[src/rtl/level_event_det.sv]
// Level-change event detector: tracks a slow IIR baseline and flags sustained departures.
// Optional event counter enabled by defining LEVEL_EVENT_DET_CNT_EN.
module level_event_det #(
    parameter int unsigned WIDTH   = 8,
    parameter int unsigned THRESH  = 16,
    parameter int unsigned HOLD    = 3,
    parameter int unsigned HOLDOFF = 4,
    parameter int unsigned SHIFT   = 2,
    parameter int unsigned CNT_W   = 8
) (
    input  logic             clk_i,
    input  logic             rst_i,
    input  logic             en_i,
    input  logic [WIDTH-1:0] in_i,
    output logic [WIDTH-1:0] baseline_o,
    output logic             event_pulse_o,
    output logic             event_dir_o,
    output logic             tracking_o,
    output logic [CNT_W-1:0] event_cnt_o
);

    // Two guard bits: one for the sign of diff, one to detect tracking overflow.
    localparam int unsigned DW    = WIDTH + 2;
    localparam int unsigned RUN_W = (HOLD > 1) ? $clog2(HOLD + 1) : 1;
    localparam int unsigned HO_W  = (HOLDOFF > 1) ? $clog2(HOLDOFF + 1) : 1;

    typedef enum logic [1:0] {S_INIT, S_TRACK, S_PEND, S_LOCK} state_t;

    state_t             state_q;
    logic [WIDTH-1:0]   base_q;
    logic               pulse_q;
    logic               pend_dir_q;
    logic               ev_dir_q;
    logic               track_q;
    logic [RUN_W-1:0]   run_q;
    logic [HO_W-1:0]    ho_q;

    logic signed [DW-1:0] diff_c;
    logic signed [DW-1:0] mag_c;
    logic signed [DW-1:0] trk_c;
    logic [WIDTH-1:0]     trk_sat_c;
    logic                 exceed_c;
    logic                 rise_c;
    logic                 fire_c;

    // Deviation, exceed/direction decode, clamped IIR step and event decision.
    always_comb begin
        diff_c   = $signed(DW'(in_i)) - $signed(DW'(base_q));
        mag_c    = diff_c[DW-1] ? -diff_c : diff_c;
        exceed_c = mag_c > $signed(DW'(THRESH));
        rise_c   = ~diff_c[DW-1];
        trk_c    = $signed(DW'(base_q)) + (diff_c >>> SHIFT);
        if (trk_c[DW-1]) begin
            trk_sat_c = '0;
        end else if (trk_c[DW-2]) begin
            trk_sat_c = '1;
        end else begin
            trk_sat_c = trk_c[WIDTH-1:0];
        end
        fire_c = 1'b0;
        if (en_i && exceed_c) begin
            if (state_q == S_TRACK && HOLD <= 1) begin
                fire_c = 1'b1;
            end
            if (state_q == S_PEND && rise_c == pend_dir_q && run_q == RUN_W'(HOLD - 1)) begin
                fire_c = 1'b1;
            end
        end
    end

    always_ff @(posedge clk_i) begin
        if (rst_i) begin
            state_q    <= S_INIT;
            base_q     <= '0;
            pulse_q    <= 1'b0;
            pend_dir_q <= 1'b0;
            ev_dir_q   <= 1'b0;
            track_q    <= 1'b0;
            run_q      <= '0;
            ho_q       <= '0;
        end else begin
            pulse_q <= 1'b0;
            if (en_i) begin
                case (state_q)
                    S_INIT: begin
                        base_q  <= in_i;
                        state_q <= S_TRACK;
                        track_q <= 1'b1;
                    end
                    S_TRACK: begin
                        if (!exceed_c) begin
                            base_q <= trk_sat_c;
                        end else if (!fire_c) begin
                            pend_dir_q <= rise_c;
                            run_q      <= RUN_W'(1);
                            state_q    <= S_PEND;
                            track_q    <= 1'b0;
                        end
                    end
                    S_PEND: begin
                        if (exceed_c && rise_c == pend_dir_q) begin
                            run_q <= run_q + 1'b1;
                        end else begin
                            run_q   <= '0;
                            state_q <= S_TRACK;
                            track_q <= 1'b1;
                        end
                    end
                    S_LOCK: begin
                        base_q <= in_i;
                        ho_q   <= ho_q - 1'b1;
                        if (ho_q <= HO_W'(1)) begin
                            state_q <= S_TRACK;
                            track_q <= 1'b1;
                        end
                    end
                    default: begin
                        state_q <= S_INIT;
                        track_q <= 1'b0;
                    end
                endcase
            end
            // Event overrides the per-state updates above.
            if (fire_c) begin
                pulse_q  <= 1'b1;
                ev_dir_q <= rise_c;
                base_q   <= in_i;
                run_q    <= '0;
                if (HOLDOFF == 0) begin
                    state_q <= S_TRACK;
                    track_q <= 1'b1;
                end else begin
                    state_q <= S_LOCK;
                    track_q <= 1'b0;
                    ho_q    <= HO_W'(HOLDOFF);
                end
            end
        end
    end

    assign baseline_o    = base_q;
    assign event_pulse_o = pulse_q;
    assign event_dir_o   = ev_dir_q;
    assign tracking_o    = track_q;

`ifdef LEVEL_EVENT_DET_CNT_EN
    logic [CNT_W-1:0] cnt_q;

    // Saturating event count.
    always_ff @(posedge clk_i) begin
        if (rst_i) begin
            cnt_q <= '0;
        end else if (fire_c && cnt_q != '1) begin
            cnt_q <= cnt_q + 1'b1;
        end
    end

    assign event_cnt_o = cnt_q;
`else
    assign event_cnt_o = '0;
`endif

endmodule

[config.mk]
export PLATFORM = sky130hd
export DESIGN_NAME = level_event_det
export DESIGN_NICKNAME = d
export VERILOG_FILES = /design/src/rtl/level_event_det.sv
export SDC_FILE = /design/constraint.sdc
export NUM_CORES = 1
export LEC_CHECK = 0
export CORE_UTILIZATION = 40
export DETAILED_ROUTE_END_ITERATION = 7
export GPL_TIMING_DRIVEN = 0
export HOLD_SLACK_MARGIN = 0.08
export PLACE_DENSITY_LB_ADDON = 0.05
export RECOVER_POWER = 25
export SYNTH_ARGS = -nofsm -noshare
export SYNTH_HDL_FRONTEND = slang
export SYNTH_SLANG_ARGS = --single-unit
[constraint.sdc]
create_clock -name clk_i -period 12.15 [get_ports clk_i]
set_input_delay 1.8225 -clock clk_i [delete_from_list [all_inputs] [get_ports clk_i]]
set_output_delay 1.8225 -clock clk_i [all_outputs]
set_load 0.02 [all_outputs]
==> reports/metrics.yaml, run 1 <==
status: "finished clean"
cellLeakagePower_uw: 0.000962
report.final.slew_viol_count: 0
setup_tns_ps: 0
synth_edf_count: 0
portBuffers: 20
netlist_area_um2: 1970
cts_buffer_depth: 2
synthFlopType: "dfxtp_1"
num_antenna_cells: 0
dp_hpwl_um: 3540
ir_worst_vdd_mv: 0.121
core_um2: 4720
postPlaceCellArea_um2: 2280
grt_max_degree: 11
die_area_um2: 5220
worstMarginPinSlew_ps: 698
crit_top_cell: "inv_1"
fin_crit_ps: 5990
postSynthAreaPerCell_um2: 8.15
synthCells: 242
clk_pin_slew_ps: 80
critPathKind: "in -> reg"
timing.fmax_mhz: 167
ys_ff_latch: 19
crit_fanout: 8
cp.arrival_ps: 6160
max-cap-violations: 0
die_y_um: 72.2
antenna_left: 0
ioPinCount: 30
drt-pass1-iter-count: 4
syn2layout_area_growth_pct: 18.0
cts_buffers: 3
drive_above_1_share_pct: 8.79
slew_headroom_pct: 53.4
synth.top_cell.area_share_pct: 19.3
hold_buffers: 0
hold_violations: 0
synth_top_area_cell: "dfxtp_1"
yosysWarnings: 0
synth_area_leaders: "dfxtp_1 19%, ha_1 15%, inv_1 4.4%"
ys_types: 56
nets: 310
grt_pass1_wl_um: 7640
post_cts_buffers: 0
synth_async_sr_flop_share_pct: 0
period_share_pct: 49.3
grt_pass1_vias: 1590
design_area_um2: 2330
power.density_nw_per_um2: 185
cts_sinks: 19
rsz0062_at_grt: "false"
worst_path_max_delay_cell: "clkdlybuf4s50_1"
slowest_delay_ps: 420
cts-resized-gates: 0
wl_per_cell_um: 13.3
place_congestion: 0.776
routed_via_density: 5.22
antenna_found_initial: 0
worst_setup_path_start_kind: "input port"
endpoint_kind: "flip-flop"
fin_ws_ps: 6160
wl_um: 4520
htreeDepth: 1
yosysSeqAreaShare_pct: 19.3
start_util_pct: 41.8
grt_overflow_total: 0
cts_tree: "done"
drtIter0Drc: 84
grtUsageTotal_pct: 18.4
die_x_um: 72.2
rows: 25
cts_root_buf: "clkbuf_8"
num_vias: 1775
final_util_pct: 49.3
drc: 0
place_worst_setup_slack_ps: 5900
critPathRequiredTime_ps: 12320
setup_viol: 0
insertion_delay_ps: 260
hold_path_class: "reg -> reg"
path_cells: "clkdlybuf4s50_1 > inv_1 > ha_1 > inv_1 > fa_1 > a21o_1 > a21oi_1 > xor2_1 > inv_1 > ha_1 > a21oi_1 > o21bai_1 > maj3_1 > a21o_1 > a2111oi_0 > o21a_1 > o21ai_0 > a311oi_1"
fin_skew_ps: 9.81
[flip-flops by register name, summed over array words and instances (netlist names)]
signal,flops
baseline_o,8
event_dir_o,1
event_pulse_o,1
ho_q,3
pend_dir_q,1
run_q,2
state_q,2
tracking_o,1
[cells in the mapped netlist (3+ instances only)]
| cell type | instances |
|---|---|
| nor2b_1 | 4 |
| and3_1 | 3 |
| nor2_1 | 16 |
| a211oi_1 | 3 |
| nand2_1 | 14 |
| or3_1 | 3 |
| and2_1 | 4 |
| o21ai_0 | 17 |
| nand3_1 | 6 |
| buf_4 | 8 |
| nor3_1 | 7 |
| xor2_1 | 5 |
| a21o_1 | 8 |
| clkbuf_1 | 4 |
| xnor2_1 | 8 |
| a21oi_1 | 11 |
| nand2b_1 | 3 |
| ha_1 | 23 |
| inv_1 | 23 |
| a311oi_1 | 8 |
| o21bai_1 | 3 |
| dfxtp_1 | 19 |
[kinds of logic (layout without fill, tap and decap cells)]
kind of cell               count (synthesis)  after routing  share of synthesized area [%]
AOI/OAI and AO/OA                         77             77                           30.3
and+or+nand+nor                           66             66                           16.8
buffers and inverters                     37             61                           8.94
adders and majority gates                 27             27                           17.6
DFF                                       19             19                           19.3
xor gates and xnor gates                  13             13                           5.77
muxes                                      2              2                           1.08
other                                      1              8                          0.190
[worst max-delay path, delay by kind of cell]
kind | cells | cell delay, ps
compound gates | 9 | 2090
fa+ha+maj | 4 | 1290
xor+xnor | 1 | 260
buf+inv | 4 | 700
[cell usage in the layout (no fill, tap or decap), drive strengths merged, types with 2 or more instances in the layout]
cell,netlist,routed
buf,10,10
or4,2,2
conb,1,8
ha,23,23
a2111oi,5,5
clkdlybuf4s50,0,13
xor2,5,5
a211oi,4,4
nor3,7,7
nand3,6,6
o21bai,3,3
clkbuf,4,8
fa,2,2
a21o,8,8
a311oi,10,10
nor2b,4,4
dlygate4sd3,0,7
maj3,2,2
o21ai,18,18
dfxtp,19,19
xnor2,8,8
o21a,2,2
and2,4,4
a21oi,12,12
nand2,14,14
and3,3,3
inv,23,23
or3,4,4
nor2,16,16
nand2b,3,3
a31oi,2,2
[metal layers]
layer	part of all wire [%]	track usage, %
met3	3.0	2.92
met2	43	27.8
met5	0	0
met4	0.42	1.96
met1	54	28.3
[where the power goes]
group	total (uW)	switching, uW	internal (uW)
Combinational	303	175	128
Clock	44.8	21.5	23.3
Sequential	83.7	11.3	72.3
[path summary, 6_finish.rpt]
check	startpoint	slack (ps)	depth (start not counted)	to
setup / recovery	in_i[0]	6160	18	baseline_o[6]
hold / removal	ho_q[1]	500	2	ho_q[1]
setup reg to reg	baseline_o[0]	7810	16	baseline_o[6]
hold reg to reg	ho_q[1]	500	2	ho_q[1]
[cell type report]
cell class                 count  area (um^2)
buffer                        14         90.1
clock buffer                   4         45.0
fill                         495         2390
inverter                      23         86.3
multi-input combinational    193         1440
sequential                    19          380
tap                           67         83.8
timing repair buffer          20          200
[through the flow]
stage / total power, uW / cells / hold slack, ps
CTS: 435 / 340 / 493
floorplan: 319 / 249 / 458
global route: 475 / 340 / 518
global placement: 388 / 336 / 469
finish: 432 / 340 / 498
detailed placement: 388 / 336 / 484
No activity file was read; power rests on OpenSTA's default activity.
==> inputs of run 2 (changes only) <==
Clock period 12.15 ns to 6.26 ns, I/O delays scaled along.
==> results of run 2 <==
Same layout as run 1 (identical final DEF). Status: finished clean.
Main changes from that run: setup slack after placement 5900 ps -> 898 ps; setup slack after layout 6160 ps -> 1150 ps; register-to-register setup slack 7810 ps -> 1920 ps; total power 432 uW -> 838 uW; worst IR drop on VDD 0.121 mV -> 0.235 mV
==> inputs of run 3 (changes only) <==
Clock period 6.26 ns to 5.3 ns, I/O delays scaled along.
==> reports/metrics.yaml, run 3 (synthesis gave the netlist of run 1 again) <==
worst_setup_path_start_kind: "input port"
die_y_um: 72.2  # unchanged
crit_start: "in_i[0]"
r2r-start: "baseline_o[0]"
drc: 0  # unchanged
wl_per_cell_um: 13.3  # -0.11%
dp_hpwl_um: 3540  # unchanged
grt_max_degree: 11  # unchanged
postPlaceCellArea_um2: 2280  # unchanged
critPathRequiredTime_ps: 5470
start_util_pct: 41.8  # unchanged
cts-resized-gates: 0  # unchanged
r2r-end: "baseline_o[6]"
num_vias: 1776  # +0.056%
rr_worst_depth: 16  # unchanged
hold_violations: 0  # unchanged
die_x_um: 72.2  # unchanged
htreeDepth: 1  # unchanged
antenna_found_initial: 0  # unchanged
worstMarginPinSlew_ps: 698  # -0.00995 ps
num_antenna_cells: 0  # unchanged
fin_crit_ps: 4900
cellLeakagePower_uw: 0.000963  # about the same
drive_above_1_share_pct: 9.16  # +0.37 points
r2r_setup_slack_ps: 1010
syn2layout_area_growth_pct: 18.1  # about the same
crit_fanout: 8  # unchanged
cts_buffers: 3  # unchanged
ir_worst_vdd_mv: 0.278
insertion_delay_ps: 260  # about the same
hold_path_class: "reg -> reg"
setup_viol: 0  # unchanged
drt-pass1-iter-count: 4  # unchanged
drtIter0Drc: 84  # unchanged
report.final.slew_viol_count: 0  # unchanged
ioPinCount: 30  # unchanged
fin_ws_ps: 396
period_share_pct: 92.5
design_area_um2: 2330  # about the same
place_worst_setup_slack_ps: 81.8
slew_headroom_pct: 53.4  # about the same
cts_root_buf: "clkbuf_8"
hold_buffers: 0  # unchanged
clk_pin_slew_ps: 80  # about the same
crit_end: "baseline_o[6]"
grt_pass1_wl_um: 7640  # unchanged
fin_skew_ps: 9.72  # -0.0938 ps
grt_overflow_total: 0  # unchanged
cp.arrival_ps: 5070
grt_pass1_vias: 1590  # unchanged
status: "finished clean"
max-cap-violations: 0  # unchanged
power.density_nw_per_um2: 425
rsz0062_at_grt: "false"
wl_um: 4510  # -0.11%
timing.fmax_mhz: 204
antenna_left: 0  # unchanged
cts_tree: "done"
largest_reg_flops: 8  # unchanged
post_cts_buffers: 0  # unchanged
portBuffers: 20  # unchanged
rows: 25  # unchanged
endpoint_kind: "flip-flop"
grtUsageTotal_pct: 18.4  # unchanged
core_um2: 4720  # unchanged
cts_buffer_depth: 2  # unchanged
critPathKind: "in -> reg"
nets: 310  # unchanged
die_area_um2: 5220  # unchanged
holdWs_ps: 498  # unchanged
cts_sinks: 19  # unchanged
setup_tns_ps: 0  # unchanged
final_cell_mix: "23 x inv_1, 23 x ha_1, 19 x dfxtp_1, 17 x o21ai_0, 16 x nor2_1"
routed_via_density: 5.22  # about the same
place_congestion: 0.776  # unchanged
-- run 3: cell count changes in the layout (fill, tap and decap cells not counted) --
| cell | delta |
|---|---|
| o21a_1 | -1 |
| o21a_2 | +1 |
-- run 3: power by group --
| group | internal, uW | total (uW) | switching (uW) |
|---|---|---|---|
| clock | 53.5 | 103 | 49.3 |
| sequential | 166 | 192 | 26.0 |
| combinational | 294 | 695 | 402 |
| total | 513 | 990 | 477 |
-- run 3: worst max-delay path: stages --
cell and delay [ps]:
clkdlybuf4s50_1 420, inv_1 90, ha_1 140, inv_1 40
fa_1 390, a21o_1 200, a21oi_1 170, xor2_1 260
inv_1 150, ha_1 340, a21oi_1 220, o21bai_1 100
maj3_1 420, a21o_1 220, a2111oi_0 430, o21a_2 290
o21ai_0 110, a311oi_1 290
-- run 3: per-stage QoR --
step | power (uW) | utilization, % | cells
floorplan | 731 | - | 249
global placement | 889 | 48.3 | 336
detailed placement | 890 | 48.3 | 336
CTS | 996 | 49.3 | 340
global route | 1090 | 49.3 | 340
finish | 990 | 49.3 | 340
-- run 3: final cells by class --
type                            count  area, um^2
Tap cell                           67        83.8
Fill cell                         495        2390
Sequential cell                    19         380
Inverter                           23        86.3
Buffer                             14        90.1
Multi-Input combinational cell    193        1440
Timing Repair Buffer               20         200
Clock buffer                        4        45.0
-- run 3: worst min path at each step --
stage          startpoint  slack [ps]  cells after the start  endpoint
2_1_floorplan    run_q[0]         460                      2  run_q[0]
3_3_place_gp     run_q[0]         470                      2  run_q[0]
3_5_place_dp     run_q[0]         480                      2  run_q[0]
4_1_cts          run_q[0]         490                      2  run_q[0]
5_1_grt          run_q[0]         520                      2  run_q[0]
6_report          ho_q[1]         500                      2   ho_q[1]
-- run 3: layer usage --
| metal | up-vias | share of wire [%] | GRT usage (%) |
|---|---|---|---|
| li1 | 935 | - | - |
| met1 | 809 | 54 | 28.3 |
| met2 | 30 | 43 | 27.8 |
| met3 | 2 | 3.0 | 2.92 |
| met4 | 0 | 0.42 | 1.96 |
| met5 | - | 0 | 0 |
